[config.mk]
export PLATFORM = sky130hd
export DESIGN_NAME = alu_shift_seq
export DESIGN_NICKNAME = d
export VERILOG_FILES = /design/src/rtl/alu_pkg.sv /design/src/rtl/alu_shift_step.sv /design/src/rtl/alu_shift_seq.sv
export SDC_FILE = /design/constraint.sdc
export NUM_CORES = 1
export LEC_CHECK = 0
export ABC_AREA = 1
export CORE_MARGIN = 1
export CORE_UTILIZATION = 25
export CTS_CLUSTER_SIZE = 40
export DETAILED_ROUTE_END_ITERATION = 7
export GPL_TIMING_DRIVEN = 0
export HOLD_SLACK_MARGIN = 0.06
export PLACE_DENSITY = 0.42
export SYNTH_ARGS = -nofsm -noshare
export SYNTH_HDL_FRONTEND = slang
export SYNTH_SLANG_ARGS = --single-unit
[constraint.sdc]
create_clock -name clk -period 1.71 [get_ports clk]
set_input_delay 0.513 -clock clk [delete_from_list [all_inputs] [get_ports clk]]
set_output_delay 0.513 -clock clk [all_outputs]
set_load 0.02 [all_outputs]
[src/rtl/alu_pkg.sv]
// Shared types for the sequential one-bit-per-cycle shifter: FSM state,
// latched operation descriptor and the direction/fill encodings.
package alu_pkg;

  typedef enum logic [1:0] {
    S_IDLE  = 2'd0,
    S_SHIFT = 2'd1,
    S_DONE  = 2'd2
  } e_shift_state;

  localparam logic DIR_LEFT  = 1'b0;
  localparam logic DIR_RIGHT = 1'b1;
  localparam logic FILL_ZERO = 1'b0;
  localparam logic FILL_SIGN = 1'b1;

  typedef struct packed {
    logic right;
    logic arith;
  } shift_op_t;

  // Sign fill applies only to right shifts; a left shift with func7[5] set is plain SLL.
  function automatic shift_op_t mk_op(input logic right, input logic f7_5);
    shift_op_t op;
    op.right = right;
    op.arith = (right == DIR_RIGHT) ? f7_5 : FILL_ZERO;
    return op;
  endfunction

endpackage

[src/rtl/alu_shift_step.sv]
// Single-bit shift step: moves acc one position left or right with the
// selected fill bit. Purely combinational.
module alu_shift_step
  import alu_pkg::*;
#(
  parameter int DW = 32
) (
  input  logic [DW-1:0] acc_i,
  input  logic          right_i,
  input  logic          arith_i,
  output logic [DW-1:0] acc_o
);

  logic fill;

  always_comb begin
    fill  = (arith_i == FILL_SIGN) ? acc_i[DW-1] : 1'b0;
    acc_o = '0;
    if (right_i == DIR_RIGHT) acc_o = {fill, acc_i[DW-1:1]};
    else                      acc_o = {acc_i[DW-2:0], 1'b0};
  end

endmodule

[src/rtl/alu_shift_seq.sv]
// Sequential SLL/SRL/SRA unit: one bit per cycle, stalls the issuing stage
// while busy, and publishes a registered result with a one-cycle valid pulse.
module alu_shift_seq
  import alu_pkg::*;
#(
  parameter int DW = 32
) (
  input  logic                    clk,
  input  logic                    rst_n,
  input  logic                    start_i,
  input  logic                    right_i,
  input  logic                    func7_5_i,
  input  logic [DW-1:0]           operand_i,
  input  logic [$clog2(DW)-1:0]   shamt_i,
  input  logic                    flush_i,
  output logic                    ready_o,
  output logic                    stall_o,
  output logic                    valid_o,
  output logic [DW-1:0]           result_o
);

  localparam int SW = $clog2(DW);

  e_shift_state  state_q, state_d;
  logic [DW-1:0] acc_q, acc_d, acc_step;
  logic [DW-1:0] result_q, result_d;
  logic [SW-1:0] cnt_q, cnt_d;
  shift_op_t     op_q, op_d;
  logic          valid_q, valid_d;

  alu_shift_step #(.DW(DW)) u_step (
    .acc_i   (acc_q),
    .right_i (op_q.right),
    .arith_i (op_q.arith),
    .acc_o   (acc_step)
  );

  always_comb begin
    state_d  = state_q;
    acc_d    = acc_q;
    cnt_d    = cnt_q;
    op_d     = op_q;
    result_d = result_q;
    valid_d  = 1'b0;
    if (flush_i) begin
      // Abort wins over everything, including a same-cycle start in IDLE.
      state_d = S_IDLE;
    end else begin
      case (state_q)
        S_IDLE: begin
          if (start_i) begin
            acc_d   = operand_i;
            cnt_d   = shamt_i;
            op_d    = mk_op(right_i, func7_5_i);
            state_d = (shamt_i == '0) ? S_DONE : S_SHIFT;
          end
        end
        S_SHIFT: begin
          acc_d = acc_step;
          cnt_d = cnt_q - SW'(1);
          if (cnt_q <= SW'(1)) state_d = S_DONE;
        end
        S_DONE: begin
          result_d = acc_q;
          valid_d  = 1'b1;
          state_d  = S_IDLE;
        end
        default: state_d = S_IDLE;
      endcase
    end
  end

  always_ff @(posedge clk or negedge rst_n) begin
    if (!rst_n) begin
      state_q  <= S_IDLE;
      acc_q    <= '0;
      cnt_q    <= '0;
      op_q     <= '0;
      result_q <= '0;
      valid_q  <= 1'b0;
    end else begin
      state_q  <= state_d;
      acc_q    <= acc_d;
      cnt_q    <= cnt_d;
      op_q     <= op_d;
      result_q <= result_d;
      valid_q  <= valid_d;
    end
  end

  assign ready_o  = (state_q == S_IDLE);
  assign stall_o  = (state_q == S_SHIFT) || (state_q == S_DONE);
  assign valid_o  = valid_q;
  assign result_o = result_q;

endmodule

# Word-level counts from Yosys, hierarchy flattened

Index checks and enable logic that the tools add are counted.

Register bits: 74
Latch bits: 0
RAM bits: 0
Bits in read-only memories: 0
Output and inout bits: 35
Logic and storage cells: 40
Memories: 0

Add/sub/neg operators: 1
Multipliers: 0
Div/mod/pow operators: 0
Order comparisons: 1
Equality and inequality tests: 6
Shifts and indexed selects: 0
Mux-type cells: 14
Bitwise logic cells: 1
Reductions and logical operators: 9

Operators by type and width:

| cell                | number |
|---|---|
| $mux 32             | 2 |
| $pmux 32 s2         | 1 |
| $pmux 5 s2          | 1 |
| $ne 3x3->1 const B  | 3 |
| $mux 2              | 4 |
| $reduce_and 3->1    | 2 |
| $le 5x1->1 const B  | 1 |
| $logic_not 5->1     | 1 |
| $mux 5              | 1 |
| $sub 5x1->5 const B | 1 |
| $mux 1              | 4 |
| $pmux 2 s2          | 1 |
| $reduce_and 2->1    | 2 |
| $reduce_and 4->1    | 1 |
| $eq 2x1->1 const B  | 1 |
| $eq 2x2->1 const B  | 1 |
| $logic_not 2->1     | 1 |
| $ne 2x2->1 const B  | 1 |
| $reduce_bool 2->1   | 1 |
| $logic_or 1x1->1    | 1 |
| $not 1->1           | 1 |

# Logic depth before layout (Yosys ltp)

Depth in word-level cells: 5
Mapped depth: 11
Mapped depth without buffers: 8

# Modules after synthesis

Synthesis repeated with hierarchy kept, for this count alone.

Cells, all modules: 466
Area total of the unflattened synthesis: 4155.2 um^2

By module, submodules not included:

| module         | instances | cells an instance | area an instance (um^2) |
|---|---|---|---|
| alu_shift_seq  | 1         | 363               | 3723.6 |
| alu_shift_step | 1         | 103               | 431.7 |

# Worst setup path after synthesis

No wires, ideal clock.

Path kind: register -> register
Start: reg state_q[0]
End: reg cnt_q[2]
Library setup time: 0.123 ns
Arrival: 1.480 ns
Required time: 1.587 ns
Setup slack: 0.107 ns
Cell stages (with the launch flop): 10
Buffers on the path: 2
Cell sequence: dfrtp_1 inv_1 ha_1 inv_1 o21ai_4 inv_4 buf_6 buf_8 nand2_1 nand2_1

Cells in the longest elaborated chain, start to end: 3

RTL lines:

| item                                                                    | RTL line            | text |
|---|---|---|
| start: declaration                                                      | alu_shift_seq.sv:24 | `e_shift_state state_q, state_d;` |
| start signal: assignment                                                | alu_shift_seq.sv:82 | `state_q <= state_d;` |
| $logic_not 2->1 (*)                                                     | -                   |  |
| named net ready_o                                                       | alu_shift_seq.sv:16 | `output logic ready_o,` |
| $ne 2x2->1 (no source line) / $reduce_bool 2->1 (equally long branches) | -                   |  |
| $reduce_and 3->1 (no source line)                                       | -                   |  |
| end signal: assignment                                                  | alu_shift_seq.sv:84 | `cnt_q <= cnt_d;` |
| end: declaration                                                        | alu_shift_seq.sv:27 | `logic [SW-1:0] cnt_q, cnt_d;` |

Mark *: on every way through the listed nets, which the timed path passes. The rest lies on a longest branch.
A chain may end at the register's enable or synchronous reset.

# Worst setup path after layout

Start: reg state_q[1]
End: out stall_o

Cells in the longest elaborated chain, start to end: 2

RTL lines:

| item                                            | RTL line            | text |
|---|---|---|
| $eq 2x1->1 / $eq 2x2->1 (equally long branches) | alu_shift_seq.sv:92 | `assign stall_o = (state_q == S_SHIFT) \|\| (state_q == S_DONE);` |
| $logic_or 1x1->1 (*)                            | alu_shift_seq.sv:92 |  |
| end: declaration                                | alu_shift_seq.sv:17 | `output logic stall_o,` |

Every way passes the cells marked *; elsewhere a longest branch is shown, timed or not.

==> impl_metrics.ini <==
[critical_path]
rr_worst_depth = 10
cp.required_ns = 1.20
end_kind = primary output
path_max_fanout = 2
worst_path_max_delay_cell = dfrtp_1
startpoint = state_q[1]
startpoint_type = flip-flop
rr_endpoint = acc_q[26]
worstPathCellList = inv_2 > ha_4 > buf_6
reg2reg_slack_ns = 0.07
r2r_start = state_q[0]
endpoint = stall_o
crit_type = reg -> out
cp.arrival_ns = 1.17
max_stage_delay_ns = 0.40

[pwr]
sequentialPowerShare_pct = 31.8
finalPower_uw = 9410
p_sw_uw = 3820
clkPwrFrac_pct = 21.4
power_density_nw_per_um2 = 1860
p_leak_uw = 0.00246
combPwrFrac_pct = 46.8
p_sw_share_pct = 40.6
intPower_uw = 5590
peakVddDrop_mv = 0.634

[timing]
period_share_pct = 98.3
drv_slew = 0
skew_ns = 0.00638
timing_hold_violations_final = 0
setup_tns_ns = 0
max_clock_freq_ghz = 0.595
slew_headroom_pct = 79.0
period_needed_ns = 1.68
worst_slew_pin_slew_ns = 0.315
grt_setup_unrepaired = true
setup_viol = 0

[clock_network]
cts.sinks = 74
h-tree-depth = 3
tritoncts = yes
worstSkewPairLatency_ns = 0.33
cts_made_buffers = 9
path_clk_slew_ns = 0.06
clock_path_buffers = 2
cts_root_buffer = clkbuf_16
hold_buffers = 0

[logic_synthesis]
synth-seq-cells = 74
synth_adder_area_share_pct = 1.74
syn-num-nets = 488
syn_inst = 440
ys_warn_count = 0
ys_seq_area_share_pct = 51.4
synth_top_family_by_area = simple AND/OR/NAND/NOR gates
synth_area_um2 = 3600
synth_area_per_cell_um2 = 8.18
synth.mux.area_fraction_pct = 0
synth-simple-area-share_pct = 19.4
synthXorXnorAreaFrac_pct = 0
netlist-cell-type-count = 27
synth_compound_area_share_pct = 18.3

[place]
hpwl_um = 7570
place_inst = 698
place_area_um2 = 4620
numPortBuffers = 77
gp_congestion = 0.795

[floorplan]
die_h_um = 122
io_pins = 78
die_area_um2 = 14900
rows = 43
coreArea_um2 = 14000
start_util_pct = 25.7
die_width_um = 122

[final_layout]
finalNonFillerCells = 719
fill_cells = 1509
drive_gt1_share_pct = 13.4
syn2layout_area_growth_pct = 40.6
fin_nets = 584
final_cell_area_um2 = 5060
diodes = 0
post-route-util_pct = 36.2

[grt]
grt-ovfl-total = 0
grt_usage_pct = 15.7
grt_start_max_net_pins = 56
antenna_found_initial = 0
grt_pass1_wl_um = 17600
grt_pass1_vias = 3272

[run]
drv_cap = 0

[detailed_routing]
drcViolationCount = 0
ant_nets = 0
vias_per_cell = 4.49
drt-wirelength-per-cell_um = 14.9
routed_wirelength_um = 10700
num_vias = 3230
dr.first_iter.drc_count = 171
drtPass1Iterations = 5

[run_status]
status = finished, final reports clean

[worst_hold_path]
min_path_type = in -> async
worst max-delay path, delay by kind of cell, from the launching register on:
kind	cells	cell delay, ns
fa+ha+maj	1	0.20
flops	1	0.40
buf+inv	2	0.22
Yosys cell counts:
master	number	area (um^2)
nand2_1	150	563
o21ai_0	75	375
dfrtp_1	74	1850
inv_1	45	169
o211ai_1	22	165
nor2_1	14	52.6
buf_2	10	50.1
nand3_1	7	35.0
o21ai_2	6	52.6
ha_1	5	62.6
a21oi_1	4	20.0
clkbuf_1	4	15.0
buf_4	3	22.5
buf_6	3	33.8
o21ai_1	3	15.0
clkbuf_2	2	10.0
inv_2	2	7.51
nand4_1	2	12.5
a31oi_1	1	6.26
buf_8	1	15.0
inv_4	1	6.26
nand2_2	1	6.26
nand2_4	1	11.3
nand3b_1	1	7.51
nor2_4	1	11.3
o21ai_4	1	16.3
o21bai_1	1	7.51
area by class of cell:
cell class / count / area [um^2] / area share [%]
buffer: 23 / 193 / 3.81
clock buffer: 11 / 243 / 4.79
clock inverter: 3 / 65.1 / 1.28
inverter: 48 / 183 / 3.61
multi-input combinational: 295 / 1470 / 29.1
sequential: 74 / 1850 / 36.6
tap: 180 / 225 / 4.45
timing repair buffer: 85 / 832 / 16.4
repair_timing:
| item | CTS | global route |
|---|---|---|
| endpoints found under the setup margin | 73 | 36 |
| resized for setup | 59 | 30 |
| setup buffers | 4 | 2 |
| gates cloned | 1 | 0 |
how the worst min path moves through the flow:
stage          depth (start not counted)    startpoint  slack, ns           end
2_1_floorplan                          0         rst_n       0.22      acc_q[0]
3_3_place_gp                           2  result_o[28]       0.47  result_o[28]
3_5_place_dp                           1         rst_n       0.44  result_o[30]
4_1_cts                                1         rst_n       0.08       op_q[0]
5_1_grt                                1         rst_n       0.09       op_q[0]
6_report                               1         rst_n       0.07       op_q[0]
cells by family after synthesis:
| logic type | count (synthesis) |
|---|---|
| DFF | 74 |
| adders and majority gates | 5 |
| and+or+nand+nor | 177 |
| AOI/OAI and AO/OA | 113 |
| buffers and inverters | 71 |
routing by layer:
metal / GRT usage (%) / vias up / part of all wire (%)
li1: - / 1621 / -
met1: 22.5 / 1536 / 50
met2: 23.7 / 64 / 45
met3: 3.00 / 9 / 3.3
met4: 4.78 / 0 / 1.2
met5: 0 / - / 0
metrics by stage:
stage               hold WS (ns)  setup slack [ns]
global route              0.0879           -0.0182
finish                    0.0736            0.0291
CTS                       0.0816            0.0164
detailed placement         0.439            -0.428
floorplan                  0.217             0.107
global placement           0.471             -2.80
flip-flops by register name, summed over array words and instances (netlist names):
signal,cells
acc_q,32
result_o,32
cnt_q,5
op_q,2
state_q,2
valid_o,1
power groups by stage:
stage          combinational, uW  clock [uW]  sequential (uW)
2_1_floorplan               2250           0             3340
3_3_place_gp                4250           0             3010
3_5_place_dp                4270           0             3030
4_1_cts                     4300        2060             2990
5_1_grt                     4940        2140             3100
6_report                    4410        2010             2990
cell usage in the layout, fill, tap and decap left out, types with 2 or more instances in the layout:
cell type        netlist  final
dlygate4sd2_1          0     33
clkbuf_2               2      4
a21oi_1                4      4
nand4_1                2      2
ha_1                   5      3
clkbuf_4               0      4
nor2_1                14     14
buf_4                  3      8
ha_4                   0      2
nand2_2                1      7
o21ai_0               75     66
clkdlybuf4s50_1        0     41
o21ai_2                6      7
buf_6                  3      8
inv_1                 45     43
nand3_1                7      7
clkbuf_16              0      9
inv_2                  2      4
nand2_1              150    143
o21ai_1                3     11
o211ai_1              22     22
bufinv_16              0      2
nand2_4                1      2
buf_2                 10      6
dfrtp_1               74     74
Note: power is estimated with default switching activity, not from simulation.
==> patch (same settings) <==
`DW` is set to 32 in 2 places; all go to 64.
--- a/src/rtl/alu_shift_step.sv
+++ b/src/rtl/alu_shift_step.sv
@@ -5,3 +5,3 @@
 #(
-  parameter int DW = 32
+  parameter int DW = 64
 ) (
--- a/src/rtl/alu_shift_seq.sv
+++ b/src/rtl/alu_shift_seq.sv
@@ -5,3 +5,3 @@
 #(
-  parameter int DW = 32
+  parameter int DW = 64
 ) (
Ports: changed (resized operand_i, result_o and shamt_i); port bits go from 78 to 143. No check against the original RTL was run, so the function may have changed too.
==> patch against the original RTL <==
Register-to-register slack lost 50 ps. Highest routed layer unchanged. Global-route usage increased by 1.7 points. First-iteration DRC count grew 100%. Worst setup slack got worse by 74 ps. Hold slack improved by 6.0 ps. Design area increased by 86%. Sequential share of layout area rose by 0.43 points. Total power up 86%. Largest cell class unchanged. The flow now finishes with violations (negative setup slack). Wire length is 120% higher. Critical path depth is the same. Area after synthesis rose by 81%. Sequential cell count up 65.
==> patch: results (changes against the original RTL) <==
status finished, violations left; failing checks negative setup slack; synth cell count leaders nand2_1, dfrtp_1, o21ai_1, o21ai_0, inv_1; M1 WL 11.59 mm (+110%); fin worst setup slack -45.11 ps (-74.21 ps); IO Port Bufs 142 (+84%); DP Wirelength 15.90 mm (+110%); Routed met3 length 831 um (+130%); P_leak 0.004508 uW (+84%); worst reg2reg startpoint state_q[1]$_DFFE_PN0P_; RR Endpoint acc_q[58]$_DFFE_PN0P_; Setup Viol. Count Final 2 (+2); setup TNS -54.06 ps (-54.06 ps); fillers 2709 (+80%); Synth area leaders dfrtp_1, nand2_1, o21ai_1; Worst VDD drop 0.6659 mV (+5.0%); Placed Area 8396 um^2 (+82%); Worst EP arrival 1240 ps (+70 ps); vias in the first global route 5935 (+81%); Total Nets Final 1058 (+81%); r2r setup slk 20 ps (-50 ps); Initial DRC Count 344 (+100%); Skew-Pair Late Insertion Delay 420 ps (+90 ps); Crit path largest cell delay 380 ps (-20 ps); worst-path maximum fanout 3 (+1); pin count of the biggest net entering global routing 80 (+43%); share of layout cells above drive strength 1 0.1091 (-0.02449); vias 5952 (+84%); Placer Congestion 0.7468 (-6.0%); H-tree depth 4 (+1); R2R depth 9 (-1); share of the synthesized area in the top cell type 0.5325 (+0.01822); Seq/Total Area, Yosys 0.5325 (+0.01822)
-- patch: worst min path at each step --
| stage | slack, ps | cells after the start | to |
|---|---|---|---|
| 4_1_cts | 110 | 1 | result_o[29]$_DFFE_PN0P_ |
| 3_5_place_dp | 470 | 2 | result_o[48]$_DFFE_PN0P_ |
| 2_1_floorplan | 220 | 0 | acc_q[0]$_DFFE_PN0P_ |
| 3_3_place_gp | 470 | 2 | result_o[57]$_DFFE_PN0P_ |
| 6_report | 80 | 1 | result_o[30]$_DFFE_PN0P_ |
| 5_1_grt | 120 | 1 | result_o[29]$_DFFE_PN0P_ |
-- patch: cell type report --
cell class | instances | area [um^2] | area share
clock inverters | 8 | 70.07 | 0.007453
flip-flops and latches | 139 | 3478 | 0.3700
well taps | 330 | 412.9 | 0.04392
inverters | 75 | 290.3 | 0.03088
plain buffers | 47 | 484.2 | 0.05150
multi-input cells | 539 | 2541 | 0.2703
clock buffers | 24 | 461.7 | 0.04911
repair buffers | 158 | 1663 | 0.1769
-- patch: cells by family (layout without fill, tap and decap cells) --
family,count (synthesis),count (layout),synth area share
flops,139,139,0.5325
compound gates,214,214,0.1797
buf+inv,122,312,0.08619
simple gates,319,320,0.1921
fa+ha+maj,5,5,0.009577
-- patch: metrics by stage --
stage | std cells | setup slack (ps) | hold WS, ps | util
after floorplan | 799 | 87.13 | 217.4 | -
after global placement | 1271 | -6049 | 468.9 | 0.3294
after detailed placement | 1272 | -690.9 | 472.9 | 0.3305
after CTS | 1306 | -65.92 | 105.8 | 0.3510
after global routing | 1320 | -86.37 | 117.4 | 0.3701
final | 1320 | -45.11 | 79.64 | 0.3701
-- patch: per-layer routing --
metal / vias to the layer above / track usage
met2: 126 / 0.2739
met4: 0 / 0.04167
met5: - / 0
li1: 2960 / -
met3: 15 / 0.03047
met1: 2851 / 0.2465
-- patch: power by group --
part / leakage (uW) / internal, uW / total, uW / switching [uW]
Clock: 0.000258 / 2030 / 3440 / 1410
Combinational: 0.00249 / 3460 / 8600 / 5130
Sequential: 0.00176 / 4730 / 5500 / 777
Total: 0.00451 / 10200 / 17500 / 7320
-- patch: what timing repair did --
action	CTS	global route
pin swaps	2	5
endpoints found under the setup margin	196	108
gates resized for setup	98	71
cloned	0	10
buffers inserted	2	4
